`src/rtl/seg7_pkg.sv`:
```
// Shared state encoding and segment constants for the two-digit scanner.
package seg7_pkg;

  typedef enum logic [1:0] {
    S_ONES = 2'd0,
    S_GAP1 = 2'd1,
    S_TENS = 2'd2,
    S_GAP0 = 2'd3
  } state_t;

  // Segment patterns are {g,f,e,d,c,b,a}, active-low.
  localparam logic [6:0] SEG_BLANK = 7'h7F;
  localparam logic [6:0] SEG_DASH  = 7'b0111111;

  // Index 0 is the rightmost entry.
  localparam logic [9:0][6:0] SEG_DIGIT = '{
    7'b0010000,  // 9
    7'b0000000,  // 8
    7'b1111000,  // 7
    7'b0000010,  // 6
    7'b0010010,  // 5
    7'b0011001,  // 4
    7'b0110000,  // 3
    7'b0100100,  // 2
    7'b1111001,  // 1
    7'b1000000   // 0
  };

  // Digit enables, active-low: bit 0 ones, bit 1 tens.
  localparam logic [1:0] DIG_ONES = 2'b10;
  localparam logic [1:0] DIG_TENS = 2'b01;
  localparam logic [1:0] DIG_OFF  = 2'b11;

endpackage

```
`src/rtl/seg7_decode.sv`:
```
// Nibble to active-low 7-segment pattern; A-F show a dash.
module seg7_decode
  import seg7_pkg::*;
(
  input  logic [3:0] nib,
  output logic [6:0] seg
);

  // Pure lookup; out-of-range nibbles map to the dash.
  always_comb begin
    seg = SEG_DASH;
    if (nib < 4'd10) seg = SEG_DIGIT[nib];
  end

endmodule

```
`src/rtl/seg7_scan.sv`:
```
// Two-digit multiplexed 7-segment scanner with dead-time gaps between
// digits and a per-frame shadow capture of the BCD input.
module seg7_scan
  import seg7_pkg::*;
#(
  parameter int SCAN_DIV = 50000,
  parameter int LZB      = 1
) (
  input  logic       CLK,
  input  logic       RESET,
  input  logic [7:0] Q_IN,
  output logic [6:0] SEG,
  output logic [1:0] DIG
);

  localparam int CW = $clog2(SCAN_DIV);

  logic [CW-1:0] cnt;
  logic          tick;
  state_t        state, state_nx;
  logic [7:0]    shadow, shadow_nx;
  logic [3:0]    nib;
  logic [6:0]    seg_dec;

  assign tick = (cnt == CW'(SCAN_DIV - 1));

  // Free-running prescaler; tick on the terminal count.
  always_ff @(posedge CLK or negedge RESET) begin
    if (!RESET)    cnt <= '0;
    else if (tick) cnt <= '0;
    else           cnt <= cnt + 1'b1;
  end

  // Next state, next shadow and the nibble shown in the next state, so the
  // registered outputs land on the same edge as the state change.
  always_comb begin
    state_nx  = state;
    shadow_nx = shadow;
    case (state)
      S_ONES: if (tick) state_nx = S_GAP1;
      S_GAP1: state_nx = S_TENS;
      S_TENS: if (tick) state_nx = S_GAP0;
      S_GAP0: begin
        state_nx  = S_ONES;
        shadow_nx = Q_IN;
      end
      default: state_nx = S_GAP0;
    endcase
    nib = (state_nx == S_TENS) ? shadow_nx[7:4] : shadow_nx[3:0];
  end

  seg7_decode u_dec (
    .nib (nib),
    .seg (seg_dec)
  );

  // Scan FSM with registered segment/digit drive.
  always_ff @(posedge CLK or negedge RESET) begin
    if (!RESET) begin
      state  <= S_GAP0;
      shadow <= 8'h00;
      SEG    <= SEG_BLANK;
      DIG    <= DIG_OFF;
    end else begin
      state  <= state_nx;
      shadow <= shadow_nx;
      case (state_nx)
        S_ONES: begin
          DIG <= DIG_ONES;
          SEG <= seg_dec;
        end
        S_TENS: begin
          DIG <= DIG_TENS;
          SEG <= (LZB != 0 && shadow_nx[7:4] == 4'h0) ? SEG_BLANK : seg_dec;
        end
        default: begin
          DIG <= DIG_OFF;
          SEG <= SEG_BLANK;
        end
      endcase
    end
  end

endmodule

```
`config.mk`:
```
export PLATFORM = sky130hd
export DESIGN_NAME = seg7_scan
export DESIGN_NICKNAME = d
export VERILOG_FILES = /design/src/rtl/seg7_pkg.sv /design/src/rtl/seg7_decode.sv /design/src/rtl/seg7_scan.sv
export SDC_FILE = /design/constraint.sdc
export NUM_CORES = 1
export LEC_CHECK = 0
export ABC_AREA = 1
export BUFFER_PORTS_ARGS = -buffer_cell sky130_fd_sc_hd__buf_2
export CAP_MARGIN = 30
export CELL_PAD_IN_SITES_DETAIL_PLACEMENT = 2
export CELL_PAD_IN_SITES_GLOBAL_PLACEMENT = 2
export CORE_ASPECT_RATIO = 0.6
export CORE_MARGIN = 10
export CORE_UTILIZATION = 36
export DETAILED_ROUTE_END_ITERATION = 6
export GPL_TIMING_DRIVEN = 0
export PLACE_DENSITY = 0.87
export SYNTH_ARGS = -nofsm -noshare
export SYNTH_HDL_FRONTEND = slang
export SYNTH_HIERARCHICAL = 1
export SYNTH_SLANG_ARGS = --single-unit
```
`constraint.sdc`:
```
create_clock -name CLK -period 2.3 [get_ports CLK]
set_input_delay 0.23 -clock CLK [delete_from_list [all_inputs] [get_ports CLK]]
set_output_delay 0.23 -clock CLK [all_outputs]
set_load 0.02 [all_outputs]
```
==> results of run 1 <==
cell usage after synthesis, types with 3 or more instances:
| master | n |
|---|---|
| ha_1 | 9 |
| dfrtp_1 | 24 |
| xor2_1 | 5 |
| inv_1 | 29 |
| nand3_2 | 3 |
| mux2_4 | 3 |
| mux2_2 | 4 |
| inv_2 | 4 |
| o21ai_0 | 5 |
| nand2_2 | 4 |
| o21ai_1 | 3 |
| nor2_4 | 3 |
| nor2_1 | 20 |
| nand2_1 | 46 |
| nand3_1 | 16 |
| dfstp_2 | 11 |
| nor2_2 | 9 |
| nor3_1 | 4 |
per-stage QoR:
step           std cells  worst slack, ps  total power (µW)  setup TNS [ps]  area (µm²)
2_1_floorplan        217              243               628               0        1940
3_3_place_gp         301             13.2               647               0        2110
3_5_place_dp         301            -94.1               648            -143        2110
4_1_cts              314             3.73              1120               0        2270
5_1_grt              326             -122              1170            -463        2480
6_report             326            -30.3              1120           -30.3        2480
registers in the layout, indices dropped and copies added, names as in the netlist:
| signal | cells |
|---|---|
| DIG | 2 |
| SEG | 7 |
| cnt | 16 |
| shadow | 8 |
| state | 2 |
how the worst min path moves through the flow:
stage,startpoint,endpoint,cells after the start
finish,RESET,shadow[3],1
global route,RESET,cnt[6],1
detailed placement,RESET,cnt[14],1
floorplan,RESET,cnt[0],0
global placement,RESET,cnt[14],1
CTS,RESET,shadow[3],1
timing repair:
| action | in CTS | in global routing |
|---|---|---|
| setup buffers | 5 | 11 |
| hold buffers | 0 | 0 |
| hold endpoints to repair | 0 | 0 |
| endpoints found under the setup margin | 4 | 7 |
| resized for setup | 6 | 42 |
| cloned | 0 | 1 |
| pin swaps | 4 | 12 |
layer usage:
layer / routed length (µm) / GRT usage [%] / vias to the layer above
li1: - / - / 755
met5: 0 / 0 / -
met1: 3180 / 18.0 / 824
met2: 3470 / 21.9 / 34
met3: 331 / 4.27 / 11
met4: 152 / 4.93 / 0
layout make-up:
type / count / area, µm²
buffer: 1 / 11.3
clock buffer: 7 / 86.3
clock inverter: 1 / 5.00
fill: 529 / 2650
inverter: 35 / 141
multi-input combinational: 146 / 1040
sequential: 35 / 898
tap: 66 / 82.6
timing repair buffer: 35 / 219
report_power, final:
part | leakage, µW | internal (µW) | switching (µW)
clock | 0.0000482 | 242 | 239
combinational | 0.000769 | 5.56 | 14.6
sequential | 0.000419 | 616 | 0
worst max-delay path, delay by kind of cell (launching register included):
family	cells	cell delay, ps
AND/OR/NAND/NOR	6	670
buffers and inverters	3	410
multiplexers	1	310
flip-flops	1	610
AO/OA/AOI/OAI	1	70
adder cells (fa/ha/maj)	1	180
logic make-up after synthesis:
kind of cell / synth area share [%]
AND/OR/NAND/NOR: 29.8
adder cells (fa/ha/maj): 5.81
AO/OA/AOI/OAI: 3.42
buffers and inverters: 7.74
multiplexers: 4.64
XOR/XNOR: 2.71
flip-flops: 45.9
==> metrics.md, run 1 <==
| Metric | Value |
|---|---|
| Share of the synthesized area in the top cell type | 31.0% |
| Layout Skew | 7.31 ps |
| Req. time, crit path | 2530 ps |
| First-pass iteration count of the detailed router | 4 |
| Total CTS buffers | 5 |
| Area Overhead vs Synth | 28.1% |
| Yosys Warn Count | 6 |
| Worst Slack Setup Final | -30.3 ps |
| Worst R2R Setup Slack | -30 ps |
| Tmin final | 2330 ps |
| CP max FO | 7 |
| Chip height | 76.9 µm |
| Register bit total from synthesis | 35 |
| Grt ovf | 0 |
| Power Density | 450 nW/µm² |
| DP Wirelength | 3940 µm |
| Failing checks | negative setup slack |
| Final GP Congestion | 0.784 |
| Root Driver | clkbuf_8 |
| Crit path capture | SEG[6] |
| Most common cell after layout, fill and taps aside | nand2_1 |
| Worst-Skew Late Latency | 300 ps |
| Core Region | 5130 µm² |
| Unique masters post-synth | 30 |
| IO Port Bufs | 18 |
| Vias per Instance | 4.98 |
| Final period utilization | 101% |
| Startpoint Class | register |
| Via count of the first global-routing pass | 1759 |
| Slew Limit Fails | 0 |
| Nets@finish | 278 |
| Initial antenna violation count | 0 |
| Crit path top cell by count | buf_4 |
| First-pass GRT wire length | 9710 µm |
| CTS tree | yes |
| Slew at the pin with the worst max-slew slack | 810 ps |
| Boundary pin count | 19 |
| HP Class | in -> async |
| Largest net degree at the start of global routing | 36 |
| Fraction of layout instances using a drive strength above 1 | 47.7% |
| Final setup viols | 1 |
| CP Capture Type | register |
| Most frequent cells in the layout | 37 x nand2_1, 23 x inv_1, 19 x buf_2 |
| Cells on worst reg2reg path | 12 |
| Syn Nets | 236 |
| Die area | 8820 µm² |
| Residual DRC | 0 |
| RR Startpoint | state[1] |
| Synthesized instance count | 217 |
| Final hold viol count | 0 |
| Post-Syn Area | 1940 µm² |
| Dominant synthesized flop cell | dfrtp_1 |
| CTS sink count | 35 |
| Register area share after synthesis | 45.9% |
| Synth area leaders | dfrtp_1 31%, dfstp_2 15%, nand2_1 8.9% |
| Clk slew on worst S/H paths | 80 ps |
| Finished Core Util | 48.4% |
| CP Class | reg -> reg |
| Achievable Freq | 429 MHz |
| Synth area leader | dfrtp_1 |
| Number of enable flip-flop cells after synthesis | 0 |
| WL per Instance | 21.9 µm |
| Max-capacitance violation count | 0 |
| Asr flop ratio synth | 100% |
| Min Hold Slack | 15.3 ps |
| CP startpoint | state[1] |
| Maximum level of the CTS H-tree | 2 |
| Drt initial violations | 41 |
| Final ANT Viol Nets | 0 |
| Synth Area per Inst | 8.94 µm² |
| Starting Density | 37.8% |
| Max_slew headroom | 46.0% |
| CTS Buffer Depth | 2 |
| Cell Chain, Critical Path | ha_4, buf_6, buf_4, mux2_4, nand3_1, nand2_4, buf_4, nand2_2, o21ai_2, nor2_1, nor2_2, nand2_1 |
| Critical Path AT | 2560 ps |
| Chip width | 115 µm |
| Status | complete, but fails checks |
| Aggregate routed wire length | 7130 µm |
| Total track usage | 14.1% |
| Critical path's slowest cell | dfstp_2 |
| Via count | 1624 |
| N_diodes | 0 |
| CP peak stage delay | 610 ps |
| Crit Reg-Reg Endpoint | SEG[6] |
| Cell row count | 20 |
| Maximum vdd ir drop | 453 µV |
| P_leak | 0.00124 µW |
Note: power is estimated with default switching activity, not from simulation.
==> inputs of run 2 (changes only) <==
==> constraint.sdc (replaced) <==
create_clock -name CLK -period 2.6 [get_ports CLK]
set_input_delay 0.26 -clock CLK [delete_from_list [all_inputs] [get_ports CLK]]
set_output_delay 0.26 -clock CLK [all_outputs]
set_load 0.02 [all_outputs]
==> metrics.md, run 2 (same netlist as run 1, synthesis figures left out) <==
| Metric | Value |
|---|---|
| Chip height | 76.9 µm |
| Worst Slack Setup Final | 222 ps |
| Core Region | 5130 µm² |
| Status | complete, no violations |
| Top sig layer | met4 |
| Wire length on met3 | 284 µm |
| Cell family with most CP delay | adder cells |
| Critical path's slowest cell | dfstp_2 |
| Cell Chain, Critical Path | inv_1, ha_1, nand3_1, nand2_2, inv_1, ha_1, nand2_1, nand3_1, nand2_1, nor2_2, nand2_1 |
| Layout Skew | 9.10 ps |
| Slew Limit Fails | 0 |
| Most frequent cells in the layout | 44 x nand2_1, 29 x inv_1, 24 x dfrtp_1 |
| Register Area | 890 µm² |
| Fraction of layout instances using a drive strength above 1 | 31.7% |
| Aggregate routed wire length | 5280 µm |
| HP Class | in -> async |
| Root Driver | clkbuf_8 |
| CP Class | reg -> reg |
| Max-capacitance violation count | 0 |
| Boundary pin count | 19 |
| Via count of the first global-routing pass | 1701 |
| Max FFs per register | 16 |
| Met1 wire length | 2470 µm |
| DP Wirelength | 3940 µm |
| WL met2 | 2460 µm |
| Fin Setup TNS | 0 ps |
| Initial antenna violation count | 0 |
| Req. time, crit path | 2810 ps |
| Final setup viols | 0 |
| Worst-Skew Late Latency | 290 ps |
| Crit path top cell by count | nand2_1 |
| CTS sink count | 35 |
| Total CTS buffers | 5 |
| Nets@finish | 261 |
| Maximum level of the CTS H-tree | 2 |
| Achievable Freq | 421 MHz |
| Final ANT Viol Nets | 0 |
| Chip width | 115 µm |
| Biggest register | cnt |
| Via count | 1503 |
| Tmin final | 2380 ps |
| Crit path buf inv count | 2 |
| Largest net degree at the start of global routing | 36 |
| CTS tree | yes |
| Startpoint Class | register |
| CP Capture Type | register |
| First-pass GRT wire length | 8980 µm |
| Critical Path AT | 2590 ps |
| IO Port Bufs | 18 |
| Maximum vdd ir drop | 228 µV |
| N_diodes | 0 |
| Area of the multi-input gates | 915 µm² |
| WL per Instance | 17.1 µm |
| Worst slack, placed | 206 ps |
| Final hold viol count | 0 |
| Die area | 8820 µm² |
| CTS Buffer Depth | 2 |
| P_leak | 0.00115 µW |
| Most common cell after layout, fill and taps aside | nand2_1 |
| Post-DP Area | 2110 µm² |
| Residual DRC | 0 |
| Starting Density | 37.8% |
| Cell row count | 20 |
| Total track usage | 12.7% |
| CP max FO | 7 |
| First-pass iteration count of the detailed router | 4 |
| Final GP Congestion | 0.784 |
| Drt initial violations | 56 |
| Biggest regs | cnt x16, shadow x8, SEG x7 |
| Slew at the pin with the worst max-slew slack | 798 ps |
| Fillers | 573 |
| Area Overhead vs Synth | 14.4% |
| Clk slew on worst S/H paths | 80 ps |
| Unrepaired setup endpoints after global routing | no |
| Vias per Instance | 4.86 |
| Final period utilization | 91.5% |
| CP peak stage delay | 540 ps |
| Design area | 2220 µm² |
| Grt ovf | 0 |
| Max_slew headroom | 46.8% |
| Power Density | 442 nW/µm² |
## run 2: cell count changes in the layout (fill, tap and decap cells not counted), sizes merged
| cell | before | now |
|---|---|---|
| buf | 36 | 19 |
## run 2: where the power goes
group / switching (µW) / internal [µW] / leakage [µW]
clock network: 205 / 214 / 0.0000482
logic: 12.3 / 4.85 / 0.000671
registers: 0 / 545 / 0.000430
total: 217 / 764 / 0.00115
## run 2: final cells by class
type	count	share of cell area, %
clock buffer	7	3.89
multi-input combinational	146	41.2
inverter	35	6.26
tap	66	3.72
buffer	1	0.508
timing repair buffer	18	4.06
clock inverter	1	0.226
sequential	35	40.1
## run 2: worst register-to-register path, delay by kind of cell (launching register included)
| kind | cells | cell delay (ps) |
|---|---|---|
| adders and majority gates | 2 | 830 |
| buffers and inverters | 2 | 190 |
| DFF | 1 | 540 |
| and+or+nand+nor | 7 | 710 |
## run 2: repair_timing
item / 4_1_cts / 5_1_grt
resized for setup: 0 / 4
setup endpoints to repair: 0 / 2
setup buffers: 0 / 0
hold buffers: 0 / 0
## run 2: path summary, 6_finish.rpt
path                       startpoint         to  cells past startpoint  slack (ps)
max in group asynchronous       RESET    cnt[15]                      1        2040
hold reg to reg                cnt[0]     cnt[0]                      1         490
min in group CLK              Q_IN[1]  shadow[1]                      2         220
setup reg to reg             state[0]     SEG[3]                     11         220
setup / recovery             state[0]     SEG[3]                     11         220
hold / removal                  RESET     cnt[6]                      1          50
## run 2: per-stage QoR
stage / total power, µW / util [%] / std cells / hold WS (ps)
3_5_place_dp: 573 / 41.2 / 301 / 409
6_report: 981 / 43.2 / 309 / 53.3
5_1_grt: 1020 / 43.2 / 309 / 122
3_3_place_gp: 573 / 41.2 / 301 / 397
4_1_cts: 994 / 43.0 / 309 / 87.5
2_1_floorplan: 555 / - / 217 / -35.6
## run 2: routing by layer
layer	track usage, %	vias to the layer above
li1	-	721
met1	16.6	744
met2	19.7	31
met3	3.81	7
met4	3.82	0
met5	0	-
